### src/rtl/coax_tx_arbiter.sv
// coax_tx_arbiter: shares one buffered coax transmitter between the host command
// path (req0) and the poll generator (req1). It grants the transmitter one whole
// frame at a time, round-robin. It streams the granted requester's words into the
// transmitter FIFO, starts transmission and waits for it to finish. It then holds
// off for an inter-frame gap before granting again.
//
// state          | meaning
// ---------------|--------------------------------------------------------------
// S_IDLE         | no frame in progress; grant on any valid request
// S_LOAD         | granted requester's words handed to the FIFO until `last`
// S_START        | last word loaded; start strobe issued on the following clock
// S_WAIT_ACTIVE  | waiting for tx_active to rise, bounded by START_TIMEOUT
// S_WAIT_DONE    | transmitter serialising; done pulse when tx_active falls
// S_GAP          | enforced idle of GAP_CLOCKS cycles; requests ignored
module coax_tx_arbiter #(
    parameter int DEPTH         = 8,
    parameter int GAP_CLOCKS    = 16,
    parameter int START_TIMEOUT = 64
) (
    input  logic       clk,
    input  logic       reset_n,
    input  logic [9:0] req0_data,
    input  logic       req0_valid,
    input  logic       req0_last,
    output logic       req0_ready,
    output logic       req0_done,
    input  logic [9:0] req1_data,
    input  logic       req1_valid,
    input  logic       req1_last,
    output logic       req1_ready,
    output logic       req1_done,
    output logic [9:0] tx_data,
    output logic       tx_load_strobe,
    output logic       tx_start_strobe,
    input  logic       tx_active,
    output logic       overflow,
    output logic       timeout
);

    localparam int            CW       = $clog2(DEPTH + 1);
    localparam logic [CW-1:0] DEPTH_C  = CW'(DEPTH);
    localparam logic [15:0]   GAP_LOAD = 16'(GAP_CLOCKS - 1);
    localparam logic [15:0]   TO_LOAD  = 16'(START_TIMEOUT - 1);

    typedef enum logic [2:0] {
        S_IDLE,
        S_LOAD,
        S_START,
        S_WAIT_ACTIVE,
        S_WAIT_DONE,
        S_GAP
    } state_t;

    state_t        state_q, state_d;
    logic          grant_q, grant_d;
    logic          last_grant_q, last_grant_d;
    logic [CW-1:0] cnt_q, cnt_d;
    logic          ovf_seen_q, ovf_seen_d;
    logic [15:0]   timer_q, timer_d;
    logic [9:0]    tx_data_q, tx_data_d;
    logic          load_q, load_d;
    logic          start_q, start_d;
    logic          done0_q, done0_d;
    logic          done1_q, done1_d;
    logic          ovf_q, ovf_d;
    logic          to_q, to_d;

    logic          sel_valid;
    logic          sel_last;
    logic [9:0]    sel_data;
    logic          hs;

    // Route the granted requester's word stream and form the handshake.
    always_comb begin
        sel_valid = grant_q ? req1_valid : req0_valid;
        sel_last  = grant_q ? req1_last  : req0_last;
        sel_data  = grant_q ? req1_data  : req0_data;
        hs        = (state_q == S_LOAD) && sel_valid;
    end

    assign req0_ready      = (state_q == S_LOAD) && !grant_q;
    assign req1_ready      = (state_q == S_LOAD) &&  grant_q;
    assign tx_data         = tx_data_q;
    assign tx_load_strobe  = load_q;
    assign tx_start_strobe = start_q;
    assign req0_done       = done0_q;
    assign req1_done       = done1_q;
    assign overflow        = ovf_q;
    assign timeout         = to_q;

    // Next-state and registered-output decode; pulses default low every cycle.
    always_comb begin
        state_d      = state_q;
        grant_d      = grant_q;
        last_grant_d = last_grant_q;
        cnt_d        = cnt_q;
        ovf_seen_d   = ovf_seen_q;
        timer_d      = timer_q;
        tx_data_d    = tx_data_q;
        load_d       = 1'b0;
        start_d      = 1'b0;
        done0_d      = 1'b0;
        done1_d      = 1'b0;
        ovf_d        = 1'b0;
        to_d         = 1'b0;

        unique case (state_q)
            S_IDLE: begin
                if (req0_valid || req1_valid) begin
                    grant_d      = (req0_valid && req1_valid) ? !last_grant_q : req1_valid;
                    last_grant_d = grant_d;
                    cnt_d        = '0;
                    ovf_seen_d   = 1'b0;
                    state_d      = S_LOAD;
                end
            end
            S_LOAD: begin
                if (hs) begin
                    if (cnt_q < DEPTH_C) begin
                        tx_data_d = sel_data;
                        load_d    = 1'b1;
                        cnt_d     = cnt_q + CW'(1);
                    end else if (!ovf_seen_q) begin
                        // Saturated count: word is swallowed, flag only the first one.
                        ovf_d      = 1'b1;
                        ovf_seen_d = 1'b1;
                    end
                    if (sel_last) begin
                        state_d = S_START;
                    end
                end
            end
            S_START: begin
                // Registered strobe lands one clock after the final load strobe.
                start_d = 1'b1;
                timer_d = TO_LOAD;
                state_d = S_WAIT_ACTIVE;
            end
            S_WAIT_ACTIVE: begin
                if (tx_active) begin
                    state_d = S_WAIT_DONE;
                end else if (timer_q == '0) begin
                    to_d    = 1'b1;
                    timer_d = GAP_LOAD;
                    state_d = S_GAP;
                end else begin
                    timer_d = timer_q - 16'd1;
                end
            end
            S_WAIT_DONE: begin
                if (!tx_active) begin
                    done0_d = !grant_q;
                    done1_d =  grant_q;
                    timer_d = GAP_LOAD;
                    state_d = S_GAP;
                end
            end
            S_GAP: begin
                if (timer_q == '0) begin
                    state_d = S_IDLE;
                end else begin
                    timer_d = timer_q - 16'd1;
                end
            end
            default: begin
                state_d = S_IDLE;
            end
        endcase
    end

    // State and output registers; reset abandons any frame in flight.
    always_ff @(posedge clk or negedge reset_n) begin
        if (!reset_n) begin
            state_q      <= S_IDLE;
            grant_q      <= 1'b0;
            last_grant_q <= 1'b1;
            cnt_q        <= '0;
            ovf_seen_q   <= 1'b0;
            timer_q      <= '0;
            tx_data_q    <= '0;
            load_q       <= 1'b0;
            start_q      <= 1'b0;
            done0_q      <= 1'b0;
            done1_q      <= 1'b0;
            ovf_q        <= 1'b0;
            to_q         <= 1'b0;
        end else begin
            state_q      <= state_d;
            grant_q      <= grant_d;
            last_grant_q <= last_grant_d;
            cnt_q        <= cnt_d;
            ovf_seen_q   <= ovf_seen_d;
            timer_q      <= timer_d;
            tx_data_q    <= tx_data_d;
            load_q       <= load_d;
            start_q      <= start_d;
            done0_q      <= done0_d;
            done1_q      <= done1_d;
            ovf_q        <= ovf_d;
            to_q         <= to_d;
        end
    end

endmodule

### config.mk
export PLATFORM = sky130hd
export DESIGN_NAME = coax_tx_arbiter
export DESIGN_NICKNAME = d
export VERILOG_FILES = /design/src/rtl/coax_tx_arbiter.sv
export SDC_FILE = /design/constraint.sdc
export NUM_CORES = 1
export LEC_CHECK = 0
export CAP_MARGIN = 0
export CORE_ASPECT_RATIO = 0.75
export CORE_MARGIN = 1
export CORE_UTILIZATION = 45
export CTS_BUF_LIST = sky130_fd_sc_hd__clkbuf_8
export DETAILED_ROUTE_END_ITERATION = 10
export HOLD_SLACK_MARGIN = 0.06
export MAX_ROUTING_LAYER = met4
export PLACE_DENSITY = 0.72
export SLEW_MARGIN = 5
export SYNTH_ARGS = -nofsm -noshare
export SYNTH_HDL_FRONTEND = slang
export SYNTH_SLANG_ARGS = --single-unit
### constraint.sdc
create_clock -name clk -period 3.4 [get_ports clk]
set_clock_uncertainty 0.2 [all_clocks]
set_input_delay 1.02 -clock clk [delete_from_list [all_inputs] [get_ports clk]]
set_output_delay 1.02 -clock clk [all_outputs]
set_load 0.01 [all_outputs]
# --- After elaboration in Yosys (flattened, before gate mapping) ---
# Index checks and enable logic that the tools add are counted.
# W data, S select, Z words.
op_classes:
  muxes: 40
  n_addsub: 2
  magnitude_cmp: 1
  n_shift: 0
  n_mul: 0
  n_bitwise: 0
  reduce_logical: 17
  n_eq_ne: 15
  div_mod_pow: 0
ops:
  columns: ["op", "n"]
  rows:
  - ["$mux W16", 4]
  - ["$pmux W16 S4", 1]
  - ["$mux W1", 21]
  - ["$mux W3", 7]
  - ["$pmux W3 S6", 1]
  - ["$logic_not A16 Y1", 1]
  - ["$ne A2 B2 Y1 const B", 8]
  - ["$sub A16 B1 Y16 const B", 1]
  - ["$mux W4", 3]
  - ["$reduce_and A4 Y1", 3]
  - ["$mux W10", 1]
  - ["$pmux W4 S2", 1]
  - ["$eq A3 B2 Y1 const B", 2]
  - ["$eq A3 B3 Y1 const B", 2]
  - ["$reduce_and A6 Y1", 1]
  - ["$add A4 B1 Y4 const B", 1]
  - ["$logic_and A1 B1 Y1", 4]
  - ["$lt A4 B4 Y1 const B", 1]
  - ["$reduce_bool A4 Y1", 1]
  - ["$eq A3 B1 Y1 const B", 1]
  - ["$logic_not A3 Y1", 1]
  - ["$ne A3 B3 Y1 const B", 1]
  - ["$reduce_and A3 Y1", 1]
  - ["$logic_not A1 Y1", 2]
  - ["other kinds (5)", 5]
word_totals:
  in_bits: 27
  memories: 0
  latchBits: 0
  ff_bits: 42
  output_inout_bits: 18
  ram_bits: 0
  elab_cells: 88
  rom_bits: 0

# --- Logic depth before layout (Yosys ltp) ---
# Gate-level depths: netlist of run 1.
logic_depth:
  ltp_word: 4
  ltp_mapped: 9
  ltp_nobuf: 7

# --- Worst setup path before layout of run 1 ---
# No wires, ideal clock.
synth_timing:
  path_kind: "register to output"
  startpoint: "register grant_q"
  endpoint: "output req1_ready"
  stages_incl_launch_ff: 4
  setup_slack_ns: 0.888
  t_required_ns: 2.180
  path_buffers: 2
  arrival_ns: 1.292
  path_cell_list: "dfrtp_1 clkbuf_1 clkbuf_1 and2_1"
synth_between:
  elab_chain_len: 1
synth_lines:
  columns: ["item", "line", "text"]
  rows:
  - ["from (decl)", "55", "logic grant_q, grant_d;"]
  - ["from (signal assigned)", "189", "grant_q <= grant_d;"]
  - ["$logic_and A1 B1 Y1", "82", "assign req1_ready = (state_q == S_LOAD) && grant_q;"]
  - ["to (decl)", "30", "output logic req1_ready,"]
# Every way passes these cells.

# --- Worst setup path in the final report of run 1 ---
layout_timing:
  startpoint: "register state_q[1]"
  endpoint: "output req1_ready"
layout_between:
  elab_chain_len: 2
layout_lines:
  columns: ["item", "line", "text"]
  rows:
  - ["from (decl)", "54", "state_t state_q, state_d;"]
  - ["from (signal assigned)", "188", "state_q <= state_d;"]
  - ["$eq A3 B1 Y1", "82", null]
  - ["$logic_and A1 B1 Y1", "82", null]
# Every way passes these cells.

==> results.ini, run 1 <==
[detailed_routing]
first_iter_violations=127
drt-pass1-iter-count=7
drt-wirelength-per-cell_um=15.35
viasPerCell=5.789
vias=1951
drc=4
routed_wl_um=5172
ant_nets=0

[final_layout]
area_growth_pct=25.62
final_common_cell=clkdlybuf4s50_1
finalNetCount=309
most-common-layout-cells=43 x clkdlybuf4s50_1, 41 x dfrtp_1, 29 x nand2_1
diodes=0
layout-drive-gt1-share_pct=9.286

[synth]
synth_seq_cells=42
syn_inst=237
synth_area_um2=2261
postSynthAreaPerCell_um2=9.540
synth_fp_nets=267
ys.flop_type=dfrtp_1
ys_async_sr_fraction_pct=100.0
yosysSeqAreaShare_pct=46.54
yosysUniqueCellTypes=54
yosys-top-cells-area=dfrtp_1 45%, mux2i_1 4.9%, nand2_1 4.8%
ys_warn_count=0
yosys.area.top_type=dfrtp_1
synth_edf_count=0
synth_top_area_share_pct=45.38

[power_and_ir_drop]
p_clk_share_pct=41.9
cellLeakagePower_nw=1.173
peakVddDrop_uv=252.4
netSwitchingPower_mw=0.1962
swShare_pct=20.86
p_int_mw=0.7442
powerDensity_nw_per_um2=331.1
comb_power_share_pct=5.0
p_seq_share_pct=53.1

[status]
violations=design-rule violations
status=finished with violations

[clocking]
htree_levels=2
insertion_delay_ns=0.30
cts_setup_buffers=0
cts_root_buf=clkbuf_8
holdBufCountCts=0
clock_sinks=42
cts_tree=yes
numCtsBuffers=5
cts_resized=0
clk_transition_reported_paths_ns=0.08
cts_buffer_depth=2

[global_routing]
grt_pass1_vias=1830
grt_pass1_wl_um=8811
grtUsageTotal_pct=21.78
grt_overflow=0
antenna_found_initial=0
grt_max_degree=43

[floorplan]
die_x_um=83.85
dieArea_um2=5315
start_util_pct=48.61
rows=21
die-height_um=63.39
core-area_um2=4651
ios=45

[critical_path]
crit_fanout=14
cp_data_arrival_time_ns=2.06
r2r-start=timer_q[3]
crit_type=reg2out
worstSetupStartpoint=state_q[1]
crit_path_start_kind=flip-flop
cp.required_ns=2.18
end_kind=primary output

[timing]
worst_hold_slack_ns=0.2813
rsz0062_at_grt=no
setup_tns_ns=0
hold_violations=0
tightestPinTransition_ns=0.9140
finalCritPeriodShare_pct=96.47
slew_headroom_pct=39.06
final.min_clock_period_ns=3.280
setup_viol=0
slew_viol_final=0
fmax_mhz=304.9

[hold_path]
hold_class=reg2reg
min_from=tx_data[5]

[placed_design]
gp_congestion=0.8663
dpl.hpwl_um=3738
port_buffers=44

[job]
cap_viol_max_count=0

flip-flops by register name, summed over array words and instances (netlist names):
name	flops
tx_start_strobe	1
overflow	1
ovf_seen_q	1
tx_data	10
state_q	3
timer_q	16
cnt_q	4
tx_load_strobe	1
req1_done	1
req0_done	1
last_grant_q	1
grant_q	1
timeout	1
cell usage after synthesis (4+ instances only):
cell type,instances
mux2i_1,11
a21oi_1,13
o21ai_0,17
inv_1,5
nor3_1,9
a31oi_1,11
dfrtp_1,41
nor2b_1,4
nor2_1,18
o22ai_1,4
clkbuf_1,8
nand2_1,29
worst max-delay path, cell delays in order, from the launching register on:
cell             delay [ns]
dfrtp_1                0.52
nand2b_1               0.26
nor2_1                 0.27
and2_1                 0.18
clkdlybuf4s50_1        0.53
power by group through the flow:
stage	registers (mW)	clock network (mW)	logic, mW
2_1_floorplan	0.509	0	0.00647
3_3_place_gp	0.509	0	0.0481
3_5_place_dp	0.509	0	0.0486
4_1_cts	0.499	0.401	0.0487
5_1_grt	0.499	0.422	0.0527
6_report	0.499	0.394	0.0474
routing by layer:
| metal | track usage [%] | part of all wire [%] |
|---|---|---|
| met1 | 31.31 | 49 |
| met2 | 30.64 | 42 |
| met3 | 4.849 | 7.6 |
| met4 | 6.681 | 1.2 |
| met5 | - | 0 |
cell type report:
| class | instances | area, um^2 |
|---|---|---|
| clock buffer | 5 | 68.82 |
| clock inverter | 3 | 40.04 |
| fill | 413 | 1810 |
| inverter | 5 | 18.77 |
| multi-input combinational | 177 | 1124 |
| sequential | 42 | 1052 |
| tap | 57 | 71.32 |
| timing repair buffer | 48 | 465.4 |
path summary, 6_finish.rpt:
| path | slack [ns] | to | depth (start not counted) |
|---|---|---|---|
| setup reg to reg | 0.96 | timer_q[1] | 4 |
| hold reg to reg | 0.28 | tx_data[5] | 2 |
| hold / removal | 0.28 | tx_data[5] | 2 |
| min in group asynchronous | 0.65 | timer_q[13] | 1 |
| max in group asynchronous | 1.78 | state_q[2] | 1 |
| setup / recovery | 0.12 | req1_ready | 4 |
per-stage QoR:
step | total power [mW] | std cells | utilization (%) | setup slack, ns | cell area, um^2
after global routing | 0.9742 | 337 | 61.07 | 0.02857 | 2840
final | 0.9404 | 337 | 61.07 | 0.1199 | 2840
after floorplan | 0.5156 | 237 | - | 0.8876 | 2261
after CTS | 0.9483 | 337 | 61.07 | 0.1149 | 2840
after global placement | 0.5571 | 329 | 58.73 | 0.4026 | 2731
after detailed placement | 0.5576 | 329 | 58.73 | 0.4075 | 2731
cell families after synthesis:
family | Yosys count | synth area share (%)
AND/OR/NAND/NOR | 90 | 21.42
AO/OA/AOI/OAI | 70 | 20.37
flip-flops | 42 | 46.54
buffers and inverters | 18 | 3.763
multiplexers | 13 | 5.866
adder cells (fa/ha/maj) | 3 | 1.660
XOR/XNOR | 1 | 0.3875
(Power assumes the default switching activity.)
==> run 2: changes to the inputs <==
--- a/config.mk
+++ b/config.mk
@@ -5,7 +5,7 @@
 export SDC_FILE = /design/constraint.sdc
 export NUM_CORES = 1
 export LEC_CHECK = 0
-export CAP_MARGIN = 0
+export CAP_MARGIN = 10
 export CORE_ASPECT_RATIO = 0.75
 export CORE_MARGIN = 1
 export CORE_UTILIZATION = 45
==> results of run 2 <==
Final layout, timing and power as in run 1 (identical DEF).
==> run 3: changes to the inputs <==
--- a/config.mk
+++ b/config.mk
@@ -8,12 +8,12 @@
 export CAP_MARGIN = 10
 export CORE_ASPECT_RATIO = 0.75
 export CORE_MARGIN = 1
-export CORE_UTILIZATION = 45
+export CORE_UTILIZATION = 55
 export CTS_BUF_LIST = sky130_fd_sc_hd__clkbuf_8
 export DETAILED_ROUTE_END_ITERATION = 10
 export HOLD_SLACK_MARGIN = 0.06
 export MAX_ROUTING_LAYER = met4
-export PLACE_DENSITY = 0.72
+export PLACE_DENSITY = 0.85
 export SLEW_MARGIN = 5
 export SYNTH_ARGS = -nofsm -noshare
 export SYNTH_HDL_FRONTEND = slang
==> run 3 against run 2 <==
  * The run now ends clean
  * Critical path type unchanged
  * Maximum frequency increased by 0.11%
  * Sequential power is essentially flat
  * Largest cell class unchanged
  * Count of clock-buffer cells in the layout did not move
  * Die area is 18% lower
  * Flip-flop and latch count did not move
==> results.ini, run 3 (synthesized netlist as in run 1, its figures left out) <==
[status]
status=finished, final reports clean

[clocking]
insertion_delay_ns=0.30
numCtsBuffers=5
clk_transition_reported_paths_ns=0.08
clock_sinks=42
cts_setup_buffers=0
cts_resized=0
htree_levels=2
holdBufCountCts=0
cts_tree=yes
cts_root_buf=clkbuf_8
cts_buffer_depth=2

[detailed_routing]
vias=1944
ant_nets=0
viasPerCell=5.873
first_iter_violations=191
routed_wl_um=5202
drt-pass1-iter-count=4
drc=0
drt-wirelength-per-cell_um=15.72

[timing]
setup_tns_ns=0
tightestPinTransition_ns=0.9116
slew_viol_final=0
fmax_mhz=305.2
worst_slack_ns=0.1236
setup_viol=0
finalCritPeriodShare_pct=96.36
rsz0062_at_grt=no
final.min_clock_period_ns=3.276
hold_violations=0
slew_headroom_pct=39.23

[placed_design]
pre_cts_slack_ns=0.3978
dpl.hpwl_um=3647
port_buffers=44
gp_congestion=0.9079

[final_layout]
final_common_cell=clkdlybuf4s50_1
layout-drive-gt1-share_pct=8.244
area_growth_pct=24.90
largest_reg_flops=16
regMostFlops=timer_q
diodes=0
fillers=271
finalNetCount=308
regArea_um2=1052
most-common-layout-cells=43 x clkdlybuf4s50_1, 41 x dfrtp_1, 29 x nand2_1
multi_input_area_um2=1124

[global_routing]
grt_pass1_vias=1740
gr-usage-met3_pct=4.960
grt_overflow=0
grt_max_degree=43
met1_usage_pct=38.52
grt_pass1_wl_um=8597
grtUsageTotal_pct=26.35
grtUsageMet2_pct=37.92
antenna_found_initial=0
grt.busiest_layer=met1

[critical_path]
cp_top_family=simple AND/OR/NAND/NOR gates
crit_fanout=14
crit_chain=nand2b_1 -> nor2_1 -> and2_1 -> clkdlybuf4s50_1
crit_path_start_kind=flip-flop
critical_path_buf_inv_count=1
cp_data_arrival_time_ns=2.06
worstSetupStartpoint=state_q[1]
r2r_setup_slack_ns=0.91
crit_path_top_delay_cell=clkdlybuf4s50_1
end_kind=primary output
cp.required_ns=2.18
path_depth=4
r2r-start=timer_q[0]
endpoint=req1_ready
cp_slowest_stage_delay_ns=0.54
r2r_cells=8
reg2reg_to=timer_q[12]
crit_type=reg2out

[floorplan]
die_x_um=76.04
ios=45
start_util_pct=59.44
dieArea_um2=4374
die-height_um=57.53
core-area_um2=3804
rows=19

[job]
cap_viol_max_count=0

[power_and_ir_drop]
powerDensity_nw_per_um2=329.9
cellLeakagePower_nw=1.172
peakVddDrop_uv=318.1

[hold_path]
hold_class=reg2reg

==> run 3: cell types whose count changed in the layout (fill, tap and decap cells not counted), sizes merged <==
cell / previous run / this run
buf: 5 / 4
clkinv: 2 / 0
inv: 5 / 7
==> run 3: final cells by class <==
class | count | share of cell area [%]
repair buffers | 47 | 16.22
flip-flops and latches | 42 | 37.26
multi-input cells | 177 | 39.79
clock buffers | 5 | 2.437
inverters | 5 | 0.6646
clock inverters | 3 | 1.329
well taps | 52 | 2.304
==> run 3: power breakdown <==
part           switching, mW  internal, mW  total [mW]
Combinational         0.0191        0.0291      0.0481
Sequential                 0         0.499       0.499
Clock                  0.171         0.214       0.384
Total                  0.190         0.742       0.932
==> run 3: worst min-delay path by stage <==
stage | from | end | slack [ns] | depth (start not counted)
final | tx_data[1] | tx_data[1] | 0.28 | 2
after global routing | tx_data[7] | tx_data[7] | 0.32 | 2
after CTS | tx_data[7] | tx_data[7] | 0.29 | 2
after detailed placement | tx_data[7] | tx_data[7] | 0.27 | 2
after global placement | tx_data[2] | tx_data[2] | 0.26 | 2
after floorplan | last_grant_q | last_grant_q | 0.26 | 2
==> run 3: worst min-delay path: cells and delay by family (launching register included) <==
kind	cells	cell delay [ns]
DFF	1	0.34
AOI/OAI and AO/OA	1	0.06
and+or+nand+nor	1	0.04
==> run 3: through the flow <==
step,cells,util [%],power (mW),cell area [um^2],hold slack (ns)
3_3_place_gp,323,71.45,0.5568,2718,0.2629
2_1_floorplan,237,-,0.5156,2261,0.2627
5_1_grt,331,74.24,0.9555,2824,0.3240
3_5_place_dp,323,71.45,0.5577,2718,0.2710
4_1_cts,331,74.24,0.9363,2824,0.2886
6_report,331,74.24,0.9317,2824,0.2844
==> run 3: per-layer routing <==
| metal | vias to the layer above | share of wire (%) | wire length (um) |
|---|---|---|---|
| li1 | 950 | - | - |
| met1 | 916 | 48 | 2515 |
| met2 | 71 | 45 | 2321 |
| met3 | 7 | 6.0 | 311 |
| met4 | 0 | 1.0 | 54 |
| met5 | - | 0 | 0 |
